File: src/rtl/lfsr_rr_scheduler_if.sv
// Bundle between the LFSR round-robin scheduler, its external LFSR and the consumers.
// master = scheduler side, slave = LFSR/consumer side.
interface lfsr_rr_scheduler_if #(
  parameter int unsigned NREQ = 4,
  parameter int unsigned W    = 16
);
  logic [NREQ-1:0] req;
  logic [NREQ-1:0] ack;
  logic [W-1:0]    lfsr_q;
  logic            lfsr_en;
  logic [NREQ-1:0] gnt;
  logic            rvalid;
  logic [W-1:0]    rdata;
  logic            busy;
  logic            lock_err;

  modport master (
    input  req, ack, lfsr_q,
    output lfsr_en, gnt, rvalid, rdata, busy, lock_err
  );

  modport slave (
    output req, ack, lfsr_q,
    input  lfsr_en, gnt, rvalid, rdata, busy, lock_err
  );
endinterface

File: src/rtl/lfsr_rr_scheduler.sv
// Round-robin arbiter sharing one external LFSR: STEPS shifts per grant, then valid/ack handoff.
// Optional macro LFSR_SCHED_FREERUN_EN: LFSR free-runs while idle with no request.
module lfsr_rr_scheduler #(
  parameter int unsigned NREQ  = 4,
  parameter int unsigned W     = 16,
  parameter int unsigned STEPS = 4
) (
  input logic                 clk,
  input logic                 rst_n,
  lfsr_rr_scheduler_if.master bus
);
  localparam int unsigned IW = (NREQ > 1) ? $clog2(NREQ) : 1;
  localparam int unsigned CW = 8;

  typedef enum logic [1:0] {IDLE, STEP, GRANT} state_t;

  state_t          state, state_d;
  logic [CW-1:0]   cnt, cnt_d;
  logic [IW-1:0]   last, last_d;
  logic [IW-1:0]   win, win_d;
  logic [IW-1:0]   pick;
  logic            found;
  logic            lock_err, lock_set;
  logic            en_q, en_d;
  logic            rvalid_q, rvalid_d;
  logic            busy_q, busy_d;
  logic [NREQ-1:0] gnt_q, gnt_d;

  // Zero state is caught in the same cycle so a locked LFSR never reaches GRANT.
  assign lock_set = lock_err | (bus.lfsr_q == '0);

  // Rotating-priority search starting just above the last winner.
  always_comb begin
    int unsigned idx;
    idx   = 0;
    pick  = last;
    found = 1'b0;
    for (int unsigned i = 1; i <= NREQ; i++) begin
      idx = (32'(last) + i) % NREQ;
      if (!found && bus.req[IW'(idx)]) begin
        found = 1'b1;
        pick  = IW'(idx);
      end
    end
  end

  always_comb begin
    state_d = state;
    cnt_d   = cnt;
    last_d  = last;
    win_d   = win;
    case (state)
      IDLE: begin
        if (!lock_set && found) begin
          win_d   = pick;
          cnt_d   = CW'(STEPS);
          state_d = STEP;
        end
      end
      STEP: begin
        cnt_d = cnt - CW'(1);
        if (lock_set)             state_d = IDLE;
        else if (cnt == CW'(1))   state_d = GRANT;
      end
      GRANT: begin
        if (lock_set) begin
          state_d = IDLE;
        end else if (bus.ack[win] || !bus.req[win]) begin
          last_d  = win;
          state_d = IDLE;
        end
      end
      default: state_d = IDLE;
    endcase

    en_d = (state_d == STEP);
`ifdef LFSR_SCHED_FREERUN_EN
    if (state_d == IDLE && !lock_set && !found) en_d = 1'b1;
`endif
    rvalid_d = (state_d == GRANT);
    gnt_d    = (state_d == GRANT) ? (NREQ'(1) << win_d) : '0;
    busy_d   = (state_d != IDLE);
  end

  always_ff @(posedge clk or negedge rst_n) begin
    if (!rst_n) begin
      state    <= IDLE;
      cnt      <= '0;
      last     <= IW'(NREQ - 1);
      win      <= '0;
      lock_err <= 1'b0;
      en_q     <= 1'b0;
      rvalid_q <= 1'b0;
      busy_q   <= 1'b0;
      gnt_q    <= '0;
    end else begin
      state    <= state_d;
      cnt      <= cnt_d;
      last     <= last_d;
      win      <= win_d;
      lock_err <= lock_set;
      en_q     <= en_d;
      rvalid_q <= rvalid_d;
      busy_q   <= busy_d;
      gnt_q    <= gnt_d;
    end
  end

  assign bus.lfsr_en  = en_q;
  assign bus.gnt      = gnt_q;
  assign bus.rvalid   = rvalid_q;
  assign bus.busy     = busy_q;
  assign bus.lock_err = lock_err;
  // LFSR is frozen during GRANT, so passing lfsr_q straight through is stable.
  assign bus.rdata    = rvalid_q ? bus.lfsr_q : '0;
endmodule

File: src/flat_wrapper.sv
// flat-port wrapper written by rule: the top's interface ports become plain ports
module lfsr_rr_scheduler_flat 
#(
  parameter int unsigned NREQ  = 4,
  parameter int unsigned W     = 16,
  parameter int unsigned STEPS = 4
)
  (clk, rst_n, bus_req, bus_ack, bus_lfsr_q, bus_lfsr_en, bus_gnt, bus_rvalid, bus_rdata, bus_busy, bus_lock_err);
  lfsr_rr_scheduler_if #(.NREQ(NREQ), .W(W)) bus_i ();
  input logic clk;
  input logic rst_n;
  input wire logic [$bits(bus_i.req)-1:0] bus_req;
  input wire logic [$bits(bus_i.ack)-1:0] bus_ack;
  input wire logic [$bits(bus_i.lfsr_q)-1:0] bus_lfsr_q;
  output wire logic [$bits(bus_i.lfsr_en)-1:0] bus_lfsr_en;
  output wire logic [$bits(bus_i.gnt)-1:0] bus_gnt;
  output wire logic [$bits(bus_i.rvalid)-1:0] bus_rvalid;
  output wire logic [$bits(bus_i.rdata)-1:0] bus_rdata;
  output wire logic [$bits(bus_i.busy)-1:0] bus_busy;
  output wire logic [$bits(bus_i.lock_err)-1:0] bus_lock_err;
  assign bus_i.req = bus_req;
  assign bus_i.ack = bus_ack;
  assign bus_i.lfsr_q = bus_lfsr_q;
  assign bus_lfsr_en = bus_i.lfsr_en;
  assign bus_gnt = bus_i.gnt;
  assign bus_rvalid = bus_i.rvalid;
  assign bus_rdata = bus_i.rdata;
  assign bus_busy = bus_i.busy;
  assign bus_lock_err = bus_i.lock_err;
  lfsr_rr_scheduler #(.NREQ(NREQ), .W(W), .STEPS(STEPS)) u_core (.clk(clk), .rst_n(rst_n), .bus(bus_i));
endmodule
File: config.mk
export PLATFORM = sky130hd
export DESIGN_NAME = lfsr_rr_scheduler_flat
export DESIGN_NICKNAME = d
export VERILOG_FILES = /design/src/rtl/lfsr_rr_scheduler_if.sv /design/src/rtl/lfsr_rr_scheduler.sv /design/src/flat_wrapper.sv
export SDC_FILE = /design/constraint.sdc
export NUM_CORES = 1
export LEC_CHECK = 0
export ABC_AREA = 1
export BUFFER_PORTS_ARGS = -buffer_cell sky130_fd_sc_hd__clkbuf_2
export CORE_UTILIZATION = 30
export CTS_CLUSTER_DIAMETER = 150
export DETAILED_ROUTE_END_ITERATION = 10
export HOLD_SLACK_MARGIN = 0.15
export SETUP_SLACK_MARGIN = 0.02
export SYNTH_ARGS = -nofsm -noshare
export SYNTH_HDL_FRONTEND = slang
export SYNTH_SLANG_ARGS = --single-unit
File: constraint.sdc
create_clock -name clk -period 5.4 [get_ports clk]
set_clock_uncertainty 0.15 [all_clocks]
set_input_delay 0.81 -clock clk [delete_from_list [all_inputs] [get_ports clk]]
set_output_delay 0.81 -clock clk [all_outputs]
set_load 0.01 [all_outputs]
==> impl_metrics.yaml, run 1 <==
clocking:
  cts_hold_buf: 0
  clock_latency_ns: 0.26
  htree_levels: 1
  clockBufferDepth: 2
  post_cts_buffers: 0
  clk_pin_slew_ns: 0.08
  root_buffer: "clkbuf_8"
  numCtsBuffers: 3
  tritoncts: "built"
  clock_sinks: 22
  ctsResizeCount: 0
logic_synthesis:
  yosysSeqAreaShare_pct: 35.0
  synth-seq-cells: 22
  synthCells: 221
  async_flop_share_pct: 100
  synth_edf_count: 0
  netlist.area_leader.share_pct: 31.6
  syn_area_sq_mm: 0.00158
  synthesis.nets: 249
  avgSynthCellArea_sq_um: 7.16
  synth.largest_area_cell: "dfrtp_1"
  synth_cell_type_count: 29
  synthTopCellsByArea: "dfrtp_1, nand2_1, inv_1"
  yosys_warnings: 0
  synthFlopType: "dfrtp_1"
route:
  via_count: 1431
  drt_wl_total_mm: 3.16
  ant_nets: 0
  drcViolationCount: 0
  routedWlPerCell_microns: 9.28
  detail_route.iter0.violations: 57
  dr.pass1.iters: 4
  vias_per_cell: 4.20
worst_setup_path:
  cp_max_fo: 17
  crit_path_end_kind: "primary output"
  startpoint_type: "flop"
  arrival_ns: 1.20
  critical_path_class: "flop to primary output"
  cp_data_required_time_ns: 4.44
timing:
  tns_ns: 0
  setup_violations: 0
  fmax_mhz: 463
  timing.final.crit_share_pct: 40.0
  slew_violations: 0
  fin_crit_ns: 2.16
  final_hold_viol_count: 0
  worst_pin_slew_ns: 0.537
  relSlewSlack_pct: 64.2
  setup_ws_ns: 3.24
  rsz0062_at_grt: "false"
floorplanning:
  design.die.area_sq_mm: 0.00557
  rows: 26
  ios: 50
  core_area_sq_mm: 0.00511
  fp.dieW_microns: 74.6
  start_util_pct: 31.0
  die_h_microns: 74.6
finish:
  mostFrequentLayoutCells: "nand2_1, clkbuf_2, inv_1, nor2_1, dfrtp_1"
  drive_gt1_share_pct: 34.7
  nNetsFinal: 300
  area_delta_synth_final_pct: 24.4
  stdcell_count: 341
  n_fill_cell: 544
  fin_util_pct: 38.5
  diodes: 0
  layout_commonest_cell: "nand2_1"
run_status:
  outcome: "completed"
flow_run:
  cap_violations: 0
placement:
  port_buffers: 49
  dpl.hpwl_mm: 2.55
  dp_slack_ns: 3.13
  place_congestion: 0.797
  placed_cells_incl_taps: 337
min_path:
  min_path_type: "primary input to async pin"
power:
  power.density_mw_per_mm2: 179
  p_leak_uw: 0.00118
  irDropWorstVdd_mv: 0.101
global_routing:
  track_usage_pct: 12.1
  grt_start_max_net_pins: 23
  overflow: 0
  antenna_found_initial: 0
  grt_pass1_wl_mm: 5.31
  grt_pass1_vias: 1298
-- routing by layer --
metal,routed length [microns],vias to the layer above,GRT usage (%),share of wire (%)
li1,-,762,-,-
met1,1590,620,15.6,50
met2,1420,47,21.5,45
met3,127,2,1.36,4.0
met4,19,0,2.73,0.60
met5,0,-,0,0
-- report_power, final --
part | switching (uW) | internal (uW)
sequential | 0 | 165
combinational | 20.5 | 13.4
clock | 55.1 | 99.0
-- stage by stage --
stage	hold slack [ns]	total power, uW	instance area [sq um]
after floorplan	0.328	186	1580
after global placement	0.366	202	1900
after detailed placement	0.375	202	1900
after CTS	0.382	357	1970
after global routing	0.406	366	1970
final	0.361	353	1970
-- flip-flops by register name, summed over array words and instances, names as in the netlist --
signal,cells
u_core.win,2
u_core.bus.gnt,4
u_core.state,2
u_core.cnt,8
u_core.last,2
u_core.bus.busy,1
u_core.bus.lfsr_en,1
u_core.bus.rvalid,1
u_core.bus.lock_err,1
-- cell usage after synthesis, drive strengths merged (4+ instances only) --
| cell | instances |
|---|---|
| inv | 45 |
| o22ai | 4 |
| nor2 | 30 |
| dfrtp | 20 |
| nand2 | 80 |
| o21ai | 12 |
| nand3 | 12 |
| xor2 | 4 |
-- final cells by class --
cell class                      instances  area, sq um  share of cell area, %
Clock buffer                            3         41.3                   2.10
Sequential cell                        22          553                   28.1
Clock inverter                          1         30.0                   1.53
Multi-Input combinational cell        151          828                   42.1
Inverter                               45          181                   9.22
Timing Repair Buffer                   49          245                   12.5
Tap cell                               70         87.6                   4.45
-- cell families after synthesis --
| logic type | count (synthesis) | synth area share (%) |
|---|---|---|
| fa+ha+maj | 2 | 1.58 |
| flops | 22 | 35.0 |
| compound gates | 18 | 7.04 |
| simple gates | 127 | 41.5 |
| buf+inv | 48 | 12.7 |
| xor+xnor | 4 | 2.21 |
-- worst paths after layout --
check	end	depth (start not counted)	from	slack, ns
max	bus_rdata[5]	3	u_core.bus.rvalid	3.24
min	u_core.state[0]	1	rst_n	0.36
max reg2reg	u_core.bus.gnt[1]	11	u_core.last[0]	3.40
min reg2reg	u_core.cnt[2]	1	u_core.cnt[2]	0.38
max in group asynchronous	u_core.last[0]	1	rst_n	4.37
min in group clk	u_core.cnt[2]	1	u_core.cnt[2]	0.38
-- critical path, cell delays in order (launching register included) --
cell and delay, ns:
dfrtp_1 0.63, nand2_1 0.12, inv_1 0.06, clkbuf_2 0.12
Note: power is estimated with default switching activity, not from simulation.
==> run 2, diff against run 1 <==
clock period = 1.75 ns   (was 5.4 ns; I/O delays follow)
==> impl_metrics.yaml, run 2 (same netlist as run 1, synthesis figures left out) <==
run_status:
  outcome: "finished, violations left"
  violations: "setup timing"
global_routing:
  grtUsageMet1_pct: 16.3
  grt_start_max_net_pins: 23
  gr-usage-met2_pct: 24.2
  antenna_found_initial: 0
  overflow: 0
  grt_pass1_vias: 1383
  track_usage_pct: 13.5
  gr-usage-met3_pct: 1.76
  gr-max-usage-layer: "met2"
  grt_pass1_wl_mm: 5.79
clocking:
  numCtsBuffers: 3
  htree_levels: 1
  clock_sinks: 22
  root_buffer: "clkbuf_8"
  tritoncts: "built"
  clock_latency_ns: 0.27
  clk_pin_slew_ns: 0.08
  clockBufferDepth: 2
worst_setup_path:
  crit_top_cell: "nand2_4"
  r2r-start: "u_core.last[0]"
  rrSetupSlack_ns: -0.18
  worstPathCellList: "inv_8 > nand2_4 > nand2_4 > nand2_4 > nand2_4 > nor2_8 > nand3_4 > nand2_8 > inv_8 > nor2_4 > inv_2 > nand2_4 > nor2_1"
  crit_slowest_cell: "dfstp_2"
  cpPeakStageDelay_ns: 0.66
  arrival_ns: 1.94
  cp_num_buf_inv: 3
  rr_worst_depth: 13
  cp-startpoint: "u_core.last[0]"
  path_depth: 13
  crit_path_end_kind: "flop"
  critical_path_class: "flop to flop"
  r2r_end: "u_core.bus.gnt[0]"
  cp_data_required_time_ns: 1.77
  critPathTopFamily: "simple AND/OR/NAND/NOR gates"
  cp_max_fo: 7
  startpoint_type: "flop"
min_path:
  hp-start: "bus_lfsr_q[4]"
  hold-path-cell-count: 6
  min_path_type: "primary input to flop"
  holdPathEnd: "u_core.bus.lock_err"
timing:
  fin_crit_ns: 1.93
  setup_ws_ns: -0.176
  fmax_mhz: 519
  relSlewSlack_pct: 63.0
  final_hold_viol_count: 0
  rsz0062_at_grt: "true"
  slew_violations: 0
  worst_pin_slew_ns: 0.555
  timing.final.crit_share_pct: 110
  setup_violations: 15
  hold_slack_ns: 0.256
power:
  p_leak_uw: 0.00133
  irDropWorstVdd_mv: 0.312
  power.density_mw_per_mm2: 492
floorplanning:
  die_h_microns: 74.6
  ios: 50
  fp.dieW_microns: 74.6
  design.die.area_sq_mm: 0.00557
  start_util_pct: 31.0
  core_area_sq_mm: 0.00511
  rows: 26
finish:
  nNetsFinal: 318
  fin_util_pct: 44.2
  mostFrequentLayoutCells: "clkbuf_2, nand2_1, inv_1, nor2_1, dfrtp_1"
  layout_commonest_cell: "clkbuf_2"
  area_delta_synth_final_pct: 42.7
  largest_register_ff_count: 8
  drive_gt1_share_pct: 45.7
  diodes: 0
  regMostFlops: "u_core.cnt"
route:
  ant_nets: 0
  vias_per_cell: 4.25
  drcViolationCount: 0
  drt_wl_total_mm: 3.58
  detail_route.iter0.violations: 45
  dr.pass1.iters: 4
  via_count: 1524
  routedWlPerCell_microns: 9.97
placement:
  dpl.hpwl_mm: 2.69
  place_congestion: 0.792
  port_buffers: 49
flow_run:
  cap_violations: 0
-- run 2: changes by cell type in the layout (fill, tap and decap cells not counted), sizes merged --
cell         before  now
dlygate4sd3       0    1
buf               0   17
-- run 2: area by class of cell --
cell class | instances | area (sq um)
inverter | 45 | 184
timing repair buffer | 67 | 390
fill | 512 | 2850
clock buffer | 3 | 41.3
sequential | 22 | 554
clock inverter | 1 | 30.0
tap | 70 | 87.6
multi-input combinational | 151 | 970
-- run 2: metal layers --
metal / part of all wire [%] / routed length [microns] / up-vias
met5: 0 / 0 / -
li1: - / - / 799
met1: 46 / 1630 / 674
met4: 1.6 / 59 / 0
met3: 5.3 / 189 / 5
met2: 47 / 1700 / 46
-- run 2: where the power goes --
group          switching, uW  leakage, uW  internal, uW
clock                    174    0.0000357           306
sequential                 0     0.000241           508
combinational           71.7      0.00105          51.1
-- run 2: worst min-delay path: stages --
cell	delay, ns
clkbuf_2	0.09
nor2_1	0.03
nand2_1	0.04
nor2_1	0.04
nand2_1	0.08
nand2_1	0.08
-- run 2: timing repair --
action	CTS	global route
buffers inserted	3	3
hold endpoints to repair	20	0
resized for setup	3	33
hold buffers	1	0
cloned	0	0
endpoints found under the setup margin	16	21
pin swaps	3	5
-- run 2: through the flow --
| stage | cell area, sq um | power (uW) | worst slack, ns | instances | setup TNS (ns) |
|---|---|---|---|---|---|
| finish | 2260 | 1110 | -0.176 | 359 | -1.99 |
| global route | 2260 | 1160 | -0.288 | 359 | -3.71 |
| floorplan | 1590 | 573 | -0.0633 | 221 | -0.251 |
| detailed placement | 1990 | 627 | -0.168 | 348 | -1.79 |
| CTS | 2100 | 1120 | -0.163 | 356 | -1.73 |
| global placement | 1990 | 626 | -0.146 | 348 | -1.44 |
-- run 2: worst max path at each step --
stage,to,slack [ns]
6_report,u_core.bus.gnt[0],-0.18
5_1_grt,u_core.bus.gnt[2],-0.29
4_1_cts,u_core.bus.busy,-0.16
3_5_place_dp,u_core.bus.gnt[1],-0.17
3_3_place_gp,u_core.bus.gnt[0],-0.15
2_1_floorplan,u_core.bus.gnt[0],-0.06
